### src/rtl/rc5_pkg.sv
// Shared RC5 datapath types: word width, rotate-amount width and their typedefs.
package rc5_pkg;

    localparam int unsigned WORD_W  = 16;
    localparam int unsigned SHAMT_W = $clog2(WORD_W);

    typedef logic [WORD_W-1:0]  word_t;
    typedef logic [SHAMT_W-1:0] shamt_t;

endpackage

### src/rtl/rc5_rotl_barrel.sv
// Combinational log2(W)-stage barrel rotator (left; right as well when ROTL_ROTR_EN is defined).
module rc5_rotl_barrel
    import rc5_pkg::*;
#(
    parameter int unsigned W = WORD_W
) (
`ifdef ROTL_ROTR_EN
    input  logic                 dir_i,
`endif
    input  logic [W-1:0]         data_i,
    input  logic [$clog2(W)-1:0] amt_i,
    output logic [W-1:0]         data_o
);

    localparam int unsigned SHAMT_W = $clog2(W);

    logic [SHAMT_W-1:0] amt;
    logic [W-1:0]       stage [SHAMT_W+1];

`ifdef ROTL_ROTR_EN
    // Rotate right by k is rotate left by (W - k) mod W, i.e. the two's complement of k.
    always_comb begin
        amt = amt_i;
        if (dir_i) begin
            amt = ~amt_i + SHAMT_W'(1);
        end
    end
`else
    assign amt = amt_i;
`endif

    assign stage[0] = data_i;

    for (genvar j = 0; j < SHAMT_W; j++) begin : g_stage
        localparam int unsigned S = 2 ** j;
        assign stage[j+1] = amt[j] ? {stage[j][W-1-S:0], stage[j][W-1:W-S]} : stage[j];
    end

    assign data_o = stage[SHAMT_W];

endmodule

### src/rtl/rc5_rotl.sv
// RC5 data-dependent rotate with one registered, valid-tagged output stage.
// Define ROTL_ROTR_EN to add dir_i and rotate-right support.
module rc5_rotl
    import rc5_pkg::*;
#(
    parameter int unsigned W = WORD_W
) (
    input  logic         clk_i,
    input  logic         rst_ni,
    input  logic         valid_i,
`ifdef ROTL_ROTR_EN
    input  logic         dir_i,
`endif
    input  logic [W-1:0] data_i,
    input  logic [W-1:0] n_i,
    output logic         valid_o,
    output logic [W-1:0] data_o
);

    localparam int unsigned SHAMT_W = $clog2(W);

    logic [W-1:0] rot;
    logic [W-1:0] data_d, data_q;
    logic         valid_d, valid_q;

    rc5_rotl_barrel #(
        .W (W)
    ) u_barrel (
`ifdef ROTL_ROTR_EN
        .dir_i  (dir_i),
`endif
        .data_i (data_i),
        .amt_i  (n_i[SHAMT_W-1:0]),
        .data_o (rot)
    );

    // Data register only loads on valid cycles so idle cycles do not toggle data_o.
    always_comb begin
        data_d  = data_q;
        valid_d = valid_i;
        if (valid_i) begin
            data_d = rot;
        end
    end

    always_ff @(posedge clk_i or negedge rst_ni) begin
        if (!rst_ni) begin
            data_q  <= '0;
            valid_q <= 1'b0;
        end else begin
            data_q  <= data_d;
            valid_q <= valid_d;
        end
    end

    assign data_o  = data_q;
    assign valid_o = valid_q;

endmodule

### config.mk
export PLATFORM = sky130hd
export DESIGN_NAME = rc5_rotl
export DESIGN_NICKNAME = d
export VERILOG_FILES = /design/src/rtl/rc5_pkg.sv /design/src/rtl/rc5_rotl_barrel.sv /design/src/rtl/rc5_rotl.sv
export SDC_FILE = /design/constraint.sdc
export NUM_CORES = 1
export LEC_CHECK = 0
export BUFFER_PORTS_ARGS = -buffer_cell sky130_fd_sc_hd__buf_2
export CORE_AREA = 3 3 62 69
export CTS_BUF_LIST = sky130_fd_sc_hd__clkbuf_4 sky130_fd_sc_hd__clkbuf_8 sky130_fd_sc_hd__clkbuf_16
export CTS_CLUSTER_DIAMETER = 60
export CTS_CLUSTER_SIZE = 40
export DETAILED_ROUTE_END_ITERATION = 16
export DIE_AREA = 0 0 65 72
export MAX_ROUTING_LAYER = met4
export PLACE_DENSITY = 0.63
export SLEW_MARGIN = 20
export SYNTH_ARGS = -nofsm -noshare
export SYNTH_HDL_FRONTEND = slang
export SYNTH_SLANG_ARGS = --single-unit
### constraint.sdc
create_clock -name clk_i -period 1.2 [get_ports clk_i]
set_input_delay 0 -clock clk_i [delete_from_list [all_inputs] [get_ports clk_i]]
set_output_delay 0 -clock clk_i [all_outputs]
set_load 0.005 [all_outputs]
; ---- After elaboration in Yosys (flattened, before gate mapping)
; Index checks and enable logic that the tools add are counted.
[op_classes]
mux = 4
[op_table]
columns = operator, count
row1 = two-way mux 16 bit, 4
[totals]
inputBits = 35
ff_bits = 17
word_cells = 6

; ---- Logic depth before layout (Yosys ltp)
[logic_depth]
depth_word = 4
ltp_mapped = 5
mapped_depth_nobuf = 3

; ---- Hierarchy
; Synthesis repeated with hierarchy kept, for this count alone.
[unflattened]
cells_unflattened = 75
hier_area_um2 = 1505.2
[by_module_without_submodules]
columns = mod, seq_area_each_um2, area_per_inst_um2, cells_each, n_inst
row1 = rc5_rotl_barrel, 0.0, 830.8, 40, 1
row2 = rc5_rotl, 425.4, 674.4, 35, 1

; ---- Worst setup path after synthesis
; No wires, ideal clock.
[synth_path]
path_type = input to register
startpoint = in n_i[0]
endpoint = reg data_q[3] (netlist: data_o[3])
t_required_ns = 1.058
setup_slack_ns = 0.012
arrival_ns = 1.046
stages = 5
path_buffers = 2
path_cell_list = buf_6 -> buf_12 -> mux4_2 -> mux2i_1 -> o221ai_1
[synth_via]
elab_chain_len = 4
[synth_rtl]
columns = element, line
row1 = start: declaration, rc5_rotl.sv:15  ; input logic [W-1:0] n_i,
row2 = two-way mux 16 bit (4 in a row), rc5_rotl_barrel.sv:36  ; assign stage[j+1] = amt[j] ? {stage[j][W-1-S:0], stage[j][W-1:W-S]} : stage[j];
row3 = end signal: assignment, rc5_rotl.sv:51  ; data_q <= data_d;
row4 = end: declaration, rc5_rotl.sv:23  ; logic [W-1:0] data_d, data_q;
; No other way between the ends.
; A chain may end at the register's enable or synchronous reset.

; ---- Worst setup path after layout
[layout_path]
startpoint = in n_i[0]
endpoint = reg data_q[6] (netlist: data_o[6])
; The elaborated chain is that of the path after synthesis.

==> flow_results.org <==
** Min path
- The worst hold path passes through 3 cells.
- The min-delay analysis places its worst path in the category primary input to flop.

** Placement
- In this run, placement finished with an instance count of about 180.
- Detailed placement ended at an HPWL of 2.604 mm.
- Port Buffer Count :: 39
- Timing analysis after detailed placement gives a worst setup slack of -0.2198 ns.
- Routability Congestion :: roughly 0.95

** Final layout
- Fraction of final layout cells sized beyond drive strength 1 :: 44.78%
- Post-Layout Cell Count :: around 180
- Multi-input combinational cell area :: between 800 and 900 um2
- Inserted Diodes :: 0
- Reg area :: approximately 430 um2
- At the end of the flow, the number of nets in the layout was 170.
- Count of filler cells inserted in the layout :: roughly 360
- Synth-to-Final Area Change :: 26.69%

** Worst setup path
- R2R cell count :: 2
- Largest delay share family, worst path :: multiplexers
- Counting both buffers and inverters, the worst setup path holds a total of 2.
- In this run the critical register-to-register path is captured at data_o[15].
- The largest single stage delay on the critical path is approximately 0.57 ns.
- In this run the worst setup path begins at n_i[0].
- Following the worst setup path forward leads to its endpoint at data_o[6].
- Critical Path Stages :: 5
- The worst register-to-register path begins at data_o[15].
- Data on the critical path is required at its endpoint by approximately 1.3 ns.
- Endpoint type of the worst setup path :: flop
- Max stage delay cell, worst path :: mux4_1
- Series of cell instances along the critical path :: buf_2 -> buf_12 -> mux4_1 -> mux2i_1 -> o221ai_1
- In this run the worst path has a maximum fanout of 7.
- The worst setup path is launched from a primary input.
- The worst register-to-register path has a setup slack of 0.46 ns.
- The setup path with the least slack is of type primary input to flop.
- Data on the critical path arrives at its endpoint at ~1.3 ns.

** CTS
- TritonCTS built the clock tree.
- Clock transition at path regs :: around 0.06 ns
- In this run, CTS created clock tree buffers numbering 3.
- In this run the number of H-tree levels came out at 1.
- Number of sinks handled by clock tree synthesis :: 17
- Maximum number of buffers from clock root to sink :: 2
- At the later pin of the worst-skew pair, clock insertion delay measures about 0.25 ns.
- Root buffer cell :: clkbuf_8
- Post-CTS timing repair inserted 0 buffers for setup.

** Floorplanning
- Core Footprint :: ~3700 um2
- The floorplan has 23 rows.
- Once the floorplan was initialized, standard cells occupied a little over a third of the core.
- I/O Pins :: 52
- From left edge to right edge, the die measures between 60 and 70 um.
- Total Die Area :: 4680 um2
- Die H :: between 70 and 80 um

** Timing
- Count of final max-slew check failures :: 0
- Derived from the worst setup path, the maximum achievable clock frequency is 862.0 MHz.
- Final Worst Setup Slack :: between 0.03 and 0.04 ns
- Across the routed clock network, the largest skew measured is 0 ns.
- Adding up every negative setup slack in the final design gives 0 ns.
- Setup violations remaining at the end of the flow were counted as 0.
- Final Cycle Share :: between 90% and 100%
- Relative slew slack :: between 50 and 60%
- The smallest clock period supported by the final layout is computed as between 1 and 1.5 ns.
- The number of hold violations in the final report came to 0.
- Setup repair after global routing could not meet its margin everywhere.
- At the pin with the least slew margin, the transition time is between 0.6 and 0.7 ns.

** Synthesis
- Warnings from Yosys :: 0
- Cell Area, Synth :: 1294 um2
- Synthesized instance count :: 93
- Sequential-to-total area share from yosys stat :: between 30% and 40%
- The synthesized netlist devotes 0% of its cell area to XOR and XNOR gates.
- After synthesis, the largest family of logic cells by area is multiplexers.
- Synthesized net count :: 128
- Average size of a mapped cell :: approximately 14 um2
- Of the post-synthesis cell area, the part taken by muxes is 42.55%.
- Summing the areas of all fa, ha and maj instances in the mapped netlist gives 0% of the synthesized area.
- Post-synthesis share of cell area spent on and, or, nand and nor gates :: 8.511%
- The synthesized netlist devotes a little over a tenth of its cell area to compound gates.
- Yosys mapped the design onto 13 distinct sky130hd cell types.
- In this run, synthesis produced a sequential element count of 17.

** Global routing
- Entering global routing, the biggest net connects 18 pins.
- Initial antenna violation count :: 0
- Gr ovfl total :: 0
- Global routing consumed, over all layers together, about 15% of the routing resources.
- Global-route wire length before repair :: ~5.4 mm
- Number of global-route vias before repair :: around 1000

** Power
- Power per unit of standard cell area :: a little over 1000 nW/um2
- Sw Pwr :: between 400 and 500 uW
- Internal power comes to around 1200 uW.
- In this run switching power makes up just under 30% of total power.
- For this design the static power due to leakage is around 0.00074 uW.
- The share of total power dissipated in sequential elements is roughly 41%.
- In this run, the clock network consumes between 20% and 30% of the power.
- Peak supply drop :: ~0.38 mV
- Overall power after layout :: between 1500 and 2000 uW
- Combinational Power Share :: about a third

** Route
- Average via count per standard cell :: 5.663
- The first detailed-routing pass ran for 4 iterations.
- The final layout contains routed wiring with a total length of 3.292 mm.
- The first routing iteration left 74 violations.
- Once detail routing completed, the nets flagged for antenna violations numbered 0.
- After detailed routing, the number of remaining DRC violations is 0.
- Detailed routing inserted a total of around 1000 vias.
- Wire per inst :: approximately 18 um

** Status
- Status :: finished clean

** Run
- Total of max-cap violations :: 0
[worst min-delay path by stage]
stage	slack (ns)	end	from
after global routing	0.15	data_o[11]	valid_i
after global placement	-0.07	data_o[10]	rst_ni
after CTS	0.13	data_o[3]	valid_i
after detailed placement	-0.06	data_o[2]	rst_ni
final	0.14	data_o[13]	valid_i
after floorplan	-0.30	data_o[0]	rst_ni
[cells in the mapped netlist, drive strengths merged]
master | n | share of area [%]
nand2 | 1 | 0.29
mux4 | 16 | 30
buf | 6 | 4.1
mux2i | 16 | 12
nand2b | 17 | 8.2
o221ai | 16 | 11
dfrtp | 17 | 33
clkbuf | 4 | 1.2
[layout by cell type (no fill, tap or decap)]
| master | netlist | routed |
|---|---|---|
| buf_2 | 2 | 39 |
| nand2b_1 | 17 | 17 |
| dfrtp_1 | 17 | 17 |
| o221ai_1 | 16 | 16 |
| mux2i_1 | 16 | 14 |
| mux4_2 | 8 | 9 |
| mux4_1 | 8 | 7 |
| clkbuf_8 | 0 | 3 |
| buf_4 | 1 | 3 |
| buf_12 | 1 | 3 |
| mux2i_2 | 0 | 2 |
| dlygate4sd3_1 | 0 | 2 |
| nand2_1 | 1 | 1 |
| clkbuf_4 | 0 | 1 |
[tightest hold or removal path, stage by stage]
cell and delay [ns]:
buf_2 0.14, nand2b_1 0.14, o221ai_1 0.06
[registers in the layout, indices dropped and copies added, names as in the netlist]
register,flops
data_o,16
valid_o,1
[per-layer routing]
metal | track usage, % | wire (um) | vias up | share of wire, %
met4 | 5.164 | 46 | 0 | 1.4
met3 | 2.167 | 261 | 4 | 7.9
met1 | 20.28 | 1440 | 503 | 44
met5 | - | 0 | - | 0
li1 | - | - | 476 | -
met2 | 24.09 | 1544 | 59 | 47
[area by class of cell]
cell class	count	area share, %
clock buffer	4	2.977
multi-input combinational	66	49.08
sequential	17	25.95
tap	50	3.817
timing repair buffer	47	18.17
[per-stage QoR]
step	hold WS, ns	instance area, um2	util (%)
after floorplan	-0.2956	1294	-
after global placement	-0.06632	1567	42.86
after detailed placement	-0.05774	1567	42.86
after CTS	0.1346	1635	44.75
after global routing	0.1544	1639	44.85
final	0.1381	1639	44.85
[logic make-up after synthesis]
family          after synthesis
buf+inv                      10
simple gates                 18
compound gates               16
mux                          32
flops                        17
[power groups by stage]
stage / Clock [uW] / Combinational [uW] / Sequential (uW)
after floorplan: 0 / 306 / 720
after global placement: 0 / 530 / 709
after detailed placement: 0 / 546 / 713
after CTS: 453 / 555 / 704
after global routing: 474 / 611 / 715
final: 442 / 556 / 703
[what timing repair did]
item | 4_1_cts | 5_1_grt
endpoints found under the hold margin | 18 | 0
hold buffers | 2 | 0
resized for setup | 0 | 3
setup endpoints to repair | 0 | 7
Power figures use the tool's default switching activity.
